--- src/rtl/bin_to_bcd_seq.sv ---
// Sequential binary-to-BCD converter (shift-and-add-3), one input bit per clock.
// Results, overflow flag and leading-zero mask update together on the done pulse.
module bin_to_bcd_seq #(
  parameter int BIN_W  = 12,
  parameter int DIGITS = 4
) (
  input  logic                  clk,
  input  logic                  reset_p,
  input  logic                  start,
  input  logic [BIN_W-1:0]      bin,
  output logic                  busy,
  output logic                  done,
  output logic [4*DIGITS-1:0]   bcd,
  output logic                  overflow,
  output logic [DIGITS-1:0]     digit_en,
  output logic                  state_dbg
);

  localparam int S_W   = 4 * DIGITS;
  localparam int CNT_W = $clog2(BIN_W + 1);

  // Handshake: start is sampled only in IDLE; busy is high from the edge after
  // acceptance until completion; done pulses for one cycle with new results.
  typedef enum logic {
    IDLE  = 1'b0,
    SHIFT = 1'b1
  } state_t;

  state_t             state, state_nx;
  logic [BIN_W-1:0]   bin_reg, bin_reg_nx;
  logic [S_W-1:0]     scratch, scratch_nx;
  logic               ovf_acc, ovf_acc_nx;
  logic [CNT_W-1:0]   cnt, cnt_nx;
  logic               busy_nx, done_nx, overflow_nx;
  logic [S_W-1:0]     bcd_nx;
  logic [DIGITS-1:0]  digit_en_nx;

  logic [S_W-1:0]     adj;
  logic [S_W-1:0]     shifted;
  logic               shift_out;
  logic               ovf_fin;
  logic [DIGITS-1:0]  mask;
  logic               seen;

  assign state_dbg = state;

  // Per-digit add-3 correction; no carry crosses digit boundaries.
  always_comb begin
    adj = '0;
    for (int d = 0; d < DIGITS; d++) begin
      if (scratch[4*d +: 4] > 4'd4) begin
        adj[4*d +: 4] = scratch[4*d +: 4] + 4'd3;
      end else begin
        adj[4*d +: 4] = scratch[4*d +: 4];
      end
    end
  end

  assign shifted   = {adj[S_W-2:0], bin_reg[BIN_W-1]};
  assign shift_out = adj[S_W-1];
  assign ovf_fin   = ovf_acc | shift_out;

  // Leading-zero mask: a digit shows if it or any higher digit is nonzero.
  always_comb begin
    mask    = '0;
    mask[0] = 1'b1;
    seen    = 1'b0;
    for (int i = DIGITS - 1; i >= 1; i--) begin
      seen    = seen | (|shifted[4*i +: 4]);
      mask[i] = seen | ovf_fin;
    end
  end

  always_comb begin
    state_nx    = state;
    bin_reg_nx  = bin_reg;
    scratch_nx  = scratch;
    ovf_acc_nx  = ovf_acc;
    cnt_nx      = cnt;
    busy_nx     = busy;
    done_nx     = 1'b0;
    bcd_nx      = bcd;
    overflow_nx = overflow;
    digit_en_nx = digit_en;
    case (state)
      IDLE: begin
        if (start) begin
          bin_reg_nx = bin;
          scratch_nx = '0;
          ovf_acc_nx = 1'b0;
          cnt_nx     = CNT_W'(BIN_W);
          busy_nx    = 1'b1;
          state_nx   = SHIFT;
        end
      end
      SHIFT: begin
        bin_reg_nx = bin_reg << 1;
        scratch_nx = shifted;
        ovf_acc_nx = ovf_fin;
        cnt_nx     = cnt - CNT_W'(1);
        if (cnt == CNT_W'(1)) begin
          bcd_nx      = shifted;
          overflow_nx = ovf_fin;
          digit_en_nx = mask;
          done_nx     = 1'b1;
          busy_nx     = 1'b0;
          state_nx    = IDLE;
        end
      end
      default: state_nx = IDLE;
    endcase
  end

  always_ff @(posedge clk or posedge reset_p) begin
    if (reset_p) begin
      state    <= IDLE;
      bin_reg  <= '0;
      scratch  <= '0;
      ovf_acc  <= 1'b0;
      cnt      <= '0;
      busy     <= 1'b0;
      done     <= 1'b0;
      bcd      <= '0;
      overflow <= 1'b0;
      digit_en <= DIGITS'(1);
    end else begin
      state    <= state_nx;
      bin_reg  <= bin_reg_nx;
      scratch  <= scratch_nx;
      ovf_acc  <= ovf_acc_nx;
      cnt      <= cnt_nx;
      busy     <= busy_nx;
      done     <= done_nx;
      bcd      <= bcd_nx;
      overflow <= overflow_nx;
      digit_en <= digit_en_nx;
    end
  end

endmodule
--- config.mk ---
export PLATFORM = sky130hd
export DESIGN_NAME = bin_to_bcd_seq
export DESIGN_NICKNAME = d
export VERILOG_FILES = /design/src/rtl/bin_to_bcd_seq.sv
export SDC_FILE = /design/constraint.sdc
export NUM_CORES = 1
export LEC_CHECK = 0
export CORE_AREA = 2 2 77 79
export DETAILED_ROUTE_END_ITERATION = 8
export DIE_AREA = 0 0 79 81
export PLACE_DENSITY = 0.8
export SLEW_MARGIN = 20
export SYNTH_ARGS = -nofsm -noshare
export SYNTH_HDL_FRONTEND = slang
export SYNTH_SLANG_ARGS = --single-unit
--- constraint.sdc ---
create_clock -name clk -period 2.41 [get_ports clk]
set_clock_uncertainty 0.15 [all_clocks]
set_input_delay 0.482 -clock clk [delete_from_list [all_inputs] [get_ports clk]]
set_output_delay 0.482 -clock clk [all_outputs]
set_load 0.03 [all_outputs]
# == Word level (Yosys, flattened, before mapping) ==
# Index checks and enable logic that the tools add are counted.
# op_classes
add_sub_neg,5
n_mul,0
div_mod_pow,0
order_cmp,4
eq_ne,3
shift,0
mux,20
bitwise_logic,7
reduce_logical,5
# op_table
op,n
$pmux W16 S2,1
$pmux W12 S2,1
$mux W4,5
$add A4 B2 Y4 const B,4
$gt A4 B3 Y1 const B,4
$mux W16,1
$mux W12,1
$reduce_or A4 Y1,3
$pmux W4 S2,1
$mux W1,7
$or A1 B1 Y1,6
$pmux W1 S2,3
$eq A4 B1 Y1 const B,1
$reduce_and A2 Y1,2
$sub A4 B1 Y4 const B,1
$ne A2 B1 Y1 const B,1
$ne A2 B2 Y1 const B,1
$not A1 Y1,1
# totals
ff_bits,56
latch_bits,0
mem_bits_rw,0
mem_bits_ro,0
in_bits,15
output_inout_bits,24
elab_cells,54
mem_count,0

# == Depth between registers and ports, before layout ==
# Gate-level depths: netlist (run 1).
# logic_depth
ltp_word,6
ltp_mapped,8

# == Worst setup path before layout (run 1) ==
# Ideal clock, no wire load.
# synth_timing
kind,register to register
from,reg scratch[4]
to,reg digit_en[1]
setup_ns,0.138
arrival_ns,1.684
required_ns,2.122
path_slack_ns,0.438
path_stages_with_launch,8
path_buffers,0
synth_period_minus_slack_ns,1.972
cell_sequence,dfrtp_1 inv_1 ha_1 inv_1 a21o_1 or3_1 a2111oi_2 a31oi_1
# synth_via
elab_chain_cells,6
# synth_rtl
element,line,text
"start, declared",31,"logic [S_W-1:0] scratch, scratch_nx;"
"start signal, assigned",129,scratch <= scratch_nx;
$add A4 B2 Y4 / $gt A4 B3 Y1 (equally long branches),"52, 51",
$mux W4 (*),51,if (scratch[4*d +: 4] > 4'd4) begin
$reduce_or A4 Y1,69,seen = seen | (|shifted[4*i +: 4]);
$or A1 B1 Y1,69,
$or A1 B1 Y1 (*),69,
$or A1 B1 Y1 (*),70,mask[i] = seen | ovf_fin;
"end signal, assigned",136,digit_en <= digit_en_nx;
"end, declared",15,"output logic [DIGITS-1:0] digit_en,"
# Mark *: on every way between the ends. The rest lies on a longest branch, timed or not.
# A chain may end at the register's enable or synchronous reset.

# == Final worst setup path (run 1) ==
# Ends and elaborated chain as after synthesis.

==> impl_metrics.csv, run 1 <==
group,metric,value,unit
clock_network,post-cts-setup-buffers,0,
power,p_sw_frac,0.4375,
clock_network,cts_tree,"yes",
clock_network,clk_pin_slew,0.09,ns
timing,final.setup.tns,0,ns
setup_path,required,2.45,ns
min_path,hold_path.class,"flip-flop to flip-flop",
synthesis,yosys_warnings,0,
clock_network,cts_resized,0,
drt,avgViaCountPerCell,5.206,
global_route,grt_max_degree,57,
synthesis,syn_area,2701,um^2
run,maxCapViolCount,0,
clock_network,cts_root_buf,"clkbuf_8",
global_route,grt_use_total,0.1793,
finish,regArea,1401,um^2
power,powerDensity,1364,nW/um^2
floorplanning,start_util,0.4760,
synthesis,syn_nets,315,
clock_network,postCtsHoldBufs,0,
drt,ant_nets,0,
placement,routabilityCongestion,0.8128,
timing,hold-worst-slack,0.3321,ns
setup_path,cp-start-kind,"flip-flop",
clock_network,h-tree-depth,2,
placement,port-buffer-count,37,
placement,hpwl,3753,um
finish,drive_above_1_share,0.06402,
floorplanning,dieArea,6399,um^2
timing,fin_crit_sh,0.8851,
timing,rsz0062_at_grt,"false",
drt,drtIter0Drc,145,
global_route,gr-total-overflow,0,
synthesis,syn_avg_cell_area,9.283,um^2
drt,wl_per_cell,13.43,um
power,intPower,0.002496,W
floorplanning,fp.coreArea,5675,um^2
power,power_frac_clock,0.111,
finish,mostFrequentLayoutCell,"nand2_1",
finish,fillers,523,
floorplanning,dieWidth,79,um
drt,drt_pass1_iterations,4,
global_route,grt_pass1_vias,2027,
outcome,status,"completed",
drt,drc_errors,0,
clock_network,cts.sinks,56,
synthesis,ys_seq_elements,56,
drt,via_count,2098,
finish,area.growth.synth_to_final,20.38,%
timing,layout_min_cycle_time,2.133,ns
power,pwr-share-comb,0.515,
finish,multiInputGateArea,1164,um^2
setup_path,crit_path_end_kind,"flip-flop",
synthesis,synth-async-reset-ratio,1.000,
timing,setup_viol,0,
finish,layout.nets,352,
global_route,grt_pass1_wl,9114,um
finish,layout_common_cells,"nand2_1 (70), dfrtp_1 (56), clkdlybuf4s50_1 (36)",
global_route,antenna_found_initial,0,
timing,hold_viol_final,0,
timing,fmax,468.8,MHz
clock_network,numCtsBuffers,5,
power,switchingPower,0.001941,W
drt,routed_wl,5411,um
floorplanning,ios,39,
power,p_seq_frac,0.374,
floorplanning,die_h,81,um
synthesis,synth_edf_count,0,
synthesis,synth_cell_types,33,
finish,diodes,0,
power,ir_drop,496.8,uV
timing,slew_violations,0,
clock_network,clkLatencyLatePin,0.31,ns
setup_path,critical_path_arrival,2.17,ns
timing,relSlewSlack,0.6706,
synthesis,synth-seq-area-share,0.5188,
synthesis,synthCells,291,
synthesis,synth_flop_cell,"dfrtp_1",
setup_path,path_class,"flip-flop to flip-flop",
timing,tightest_slew,0.4890,ns
setup_path,cp_max_fo,5,
floorplanning,fp-row-count,28,
clock_network,clockBufferDepth,2,
power,p_leak,1.533,nW
[synthesized netlist by cell type (3+ instances only)]
master,n,share of area
a21o_1,4,0.011
a21oi_1,9,0.017
a31oi_1,4,0.0093
buf_2,4,0.0074
clkbuf_1,10,0.014
dfrtp_1,56,0.52
ha_1,9,0.042
inv_1,18,0.025
mux2i_1,15,0.056
nand2_1,70,0.097
nand3_1,3,0.0056
nor2_1,14,0.019
nor3_1,7,0.013
o21ai_0,32,0.059
o22ai_1,3,0.0069
o31ai_1,7,0.019
xnor2_1,4,0.013
[metal layers]
layer	routed length [um]	share of wire	track usage	vias to the layer above
met4	78	0.014	0.06207	0
met5	0	0	0	-
met1	2572	0.48	0.2358	990
li1	-	-	-	1046
met2	2513	0.46	0.2915	54
met3	247	0.046	0.04444	8
[power by group through the flow]
stage               registers (W)  clock network (W)  logic (W)
floorplan                 0.00191                  0    0.00133
global placement          0.00166                  0    0.00220
detailed placement        0.00167                  0    0.00229
CTS                       0.00166           0.000512    0.00230
global route              0.00172           0.000549    0.00254
finish                    0.00166           0.000494    0.00228
[cell families (layout without fill, tap and decap cells)]
kind of cell | after synthesis | count (layout) | share of synthesized area
AND/OR/NAND/NOR | 104 | 104 | 0.1658
AO/OA/AOI/OAI | 65 | 65 | 0.1417
flip-flops | 56 | 56 | 0.5188
buffers and inverters | 34 | 71 | 0.05049
multiplexers | 17 | 17 | 0.06392
adder cells (fa/ha/maj) | 9 | 9 | 0.04169
XOR/XNOR | 5 | 5 | 0.01621
other | 1 | 1 | 0.001388
[layout make-up]
type | instances | share of cell area
repair buffers | 46 | 0.1377
clock buffers | 6 | 0.02232
clock inverters | 1 | 0.001539
well taps | 75 | 0.02886
flip-flops and latches | 56 | 0.4309
multi-input cells | 201 | 0.3578
inverters | 18 | 0.02078
[per-stage QoR]
stage / power (W) / instance area (um^2) / setup WS (ns) / util / cells
after floorplan: 0.003240 / 2701 / 0.4067 / - / 291
after global placement: 0.003859 / 3174 / 0.3703 / 0.5593 / 396
after detailed placement: 0.003961 / 3174 / 0.3090 / 0.5593 / 396
after CTS: 0.004472 / 3252 / 0.2826 / 0.5730 / 403
after global routing: 0.004815 / 3252 / 0.1333 / 0.5730 / 403
final: 0.004437 / 3252 / 0.2770 / 0.5730 / 403
[worst max-delay path, cell delays in order, from the launching register on]
cell,delay [ns]
dfrtp_1,0.41
inv_1,0.14
ha_1,0.21
inv_1,0.05
a21o_1,0.22
or3_1,0.34
a2111oi_2,0.37
a31oi_1,0.12
[path summary, 6_finish.rpt]
check                                       startpoint                       to  slack, ns  cells after the start
worst max register to register  scratch[4]$_DFFE_PP0P_  digit_en[1]$_DFFE_PP0P_       0.28                      7
worst max-delay path            scratch[4]$_DFFE_PP0P_  digit_en[1]$_DFFE_PP0P_       0.28                      7
worst min-delay path                bcd[9]$_DFFE_PP0P_       bcd[9]$_DFFE_PP0P_       0.33                      2
worst min register to register      bcd[9]$_DFFE_PP0P_       bcd[9]$_DFFE_PP0P_       0.33                      2
min in group asynchronous                      reset_p   bin_reg[2]$_DFFE_PP0P_       0.37                      3
max in group asynchronous                      reset_p       cnt[3]$_DFFE_PP0P_       1.48                      3
Power figures use the tool's default switching activity.
==> run 2: changes to the inputs <==
- CORE_AREA: 2 2 77 79 -> 5 5 80 82
- DIE_AREA: 0 0 79 81 -> 0 0 85 87
- GPL_ROUTABILITY_DRIVEN: not set -> 0
- clock period: 2.41 -> 2.4 ns (I/O delays scaled with it)
==> run 2 against run 1 <==
Compared with the run above:
- cell area grew 0.27%
- non-clock buffer count decreased by 1
- total power increased by 0.37%
- clock power is 8.5% higher
- combinational power is essentially flat
- largest power group unchanged
==> impl_metrics.csv, run 2 (same netlist as run 1, synthesis figures left out) <==
group,metric,value,unit
power,p_leak,1.531,nW
power,switchingPower,0.001918,W
global_route,gr-total-overflow,0,
drt,drtIter0Drc,89,
global_route,grt_pass1_vias,2122,
drt,avgViaCountPerCell,5.134,
clock_network,clockBufferDepth,2,
timing,setup_viol,0,
finish,mostFrequentLayoutCell,"nand2_1",
finish,area.growth.synth_to_final,20.70,%
global_route,grt_max_degree,29,
timing,hold-worst-slack,0.3259,ns
finish,diodes,0,
min_path,hold_path.class,"input pin to asynchronous set/reset pin",
setup_path,crit_path_top_delay_cell,"dfrtp_1",
finish,multiInputGateArea,1164,um^2
placement,hpwl,3791,um
placement,port-buffer-count,37,
timing,tightest_slew,0.5514,ns
power,pwr-share-comb,0.508,
global_route,grt.met2_usage,0.2775,
timing,fin_crit_sh,0.8797,
placement,place_area,3167,um^2
setup_path,critical_path.max_stage_delay,0.42,ns
finish,fillers,519,
clock_network,h-tree-depth,2,
timing,hold_viol_final,0,
global_route,grt_use_met1,0.1932,
setup_path,cp_max_fo,5,
finish,final_cells,403,
floorplanning,start_util,0.4760,
timing,layout_min_cycle_time,2.111,ns
clock_network,cts_root_buf,"clkbuf_8",
finish,layout.nets,351,
clock_network,cts_resized,0,
global_route,grt.met3_usage,0.04163,
drt,drc_errors,0,
global_route,grt_use_total,0.1574,
clock_network,postCtsHoldBufs,0,
drt,routed_wl,5307,um
finish,finish.utilization,0.5745,
power,p_seq_frac,0.371,
drt,ant_nets,0,
timing,relSlewSlack,0.6310,
setup_path,cp_top_family,"compound AO/OA/AOI/OAI gates",
power,p_sw_frac,0.4306,
timing,final.setup.tns,0,ns
clock_network,clk_pin_slew,0.10,ns
floorplanning,dieWidth,85,um
drt,wl_per_cell,13.17,um
floorplanning,fp.coreArea,5675,um^2
placement,place_inst,395,
clock_network,numCtsBuffers,5,
power,power_frac_clock,0.120,
outcome,status,"completed",
floorplanning,die_h,87,um
finish,regArea,1401,um^2
setup_path,path_class,"flip-flop to flip-flop",
power,intPower,0.002536,W
floorplanning,dieArea,7395,um^2
run,maxCapViolCount,0,
timing,rsz0062_at_grt,"false",
finish,drive_above_1_share,0.06402,
setup_path,path_cells,"inv_1 -> ha_1 -> inv_1 -> a21o_1 -> or3_1 -> a2111oi_2 -> a31oi_1",
timing,slew_violations,0,
power,ir_drop,585.4,uV
clock_network,clkLatencyLatePin,0.31,ns
setup_path,required,2.43,ns
setup_path,cp-start-kind,"flip-flop",
drt,drt_pass1_iterations,4,
setup_path,crit_path_end_kind,"flip-flop",
setup_path,critical_path_arrival,2.14,ns
power,powerDensity,1366,nW/um^2
floorplanning,ios,39,
timing,fmax,473.6,MHz
clock_network,cts_tree,"yes",
setup_path,crit_top_cell,"inv_1",
global_route,antenna_found_initial,0,
finish,layout_common_cells,"nand2_1 (70), dfrtp_1 (56), clkdlybuf4s50_1 (36)",
global_route,grt_pass1_wl,9494,um
floorplanning,fp-row-count,28,
global_route,top_usage_layer,"met2",
drt,via_count,2069,
clock_network,cts.sinks,56,
clock_network,post-cts-setup-buffers,0,
finish,fin_area,3261,um^2
setup_path,cp.buffers_inverters,2,
==> run 2: cell count changes in the layout (fill, tap and decap cells not counted), sizes merged <==
cell,before,now
buf,10,9
clkinv,1,0
clkinvlp,0,1
clkbuf,6,7
==> run 2: power by group through the flow <==
| stage | registers [W] | logic [W] | clock network, W |
|---|---|---|---|
| finish | 0.00165 | 0.00226 | 0.000536 |
| global route | 0.00172 | 0.00255 | 0.000600 |
| CTS | 0.00166 | 0.00229 | 0.000550 |
| detailed placement | 0.00167 | 0.00228 | 0 |
| global placement | 0.00165 | 0.00222 | 0 |
| floorplan | 0.00192 | 0.00134 | 0 |
==> run 2: cell type report <==
type,count,share of cell area
Sequential cell,56,0.4298
Inverter,18,0.02072
Multi-Input combinational cell,201,0.3569
Tap cell,75,0.02878
Timing Repair Buffer,45,0.1351
Clock buffer,7,0.02648
Clock inverter,1,0.002302
==> run 2: layer usage <==
metal | wire length [um] | part of all wire
met1 | 2447 | 0.46
met2 | 2541 | 0.48
met3 | 272 | 0.051
met5 | 0 | 0
met4 | 46 | 0.0087
==> run 2: through the flow <==
stage | setup slack, ns | total power, W
after floorplan | 0.3987 | 0.003254
after global placement | 0.3789 | 0.003869
after detailed placement | 0.3159 | 0.003954
after CTS | 0.2806 | 0.004494
after global routing | 0.1891 | 0.004869
final | 0.2886 | 0.004454
==> run 2: worst paths after layout <==
| check | startpoint | to | slack, ns | cells after the start |
|---|---|---|---|---|
| max | scratch[4]$_DFFE_PP0P_ | digit_en[1]$_DFFE_PP0P_ | 0.29 | 7 |
| min | reset_p | bcd[0]$_DFFE_PP0P_ | 0.33 | 2 |
| max reg2reg | scratch[4]$_DFFE_PP0P_ | digit_en[1]$_DFFE_PP0P_ | 0.29 | 7 |
| min reg2reg | bcd[12]$_DFFE_PP0P_ | bcd[12]$_DFFE_PP0P_ | 0.33 | 2 |
| max in group asynchronous | reset_p | bcd[14]$_DFFE_PP0P_ | 1.25 | 3 |
| min in group clk | bcd[12]$_DFFE_PP0P_ | bcd[12]$_DFFE_PP0P_ | 0.33 | 2 |
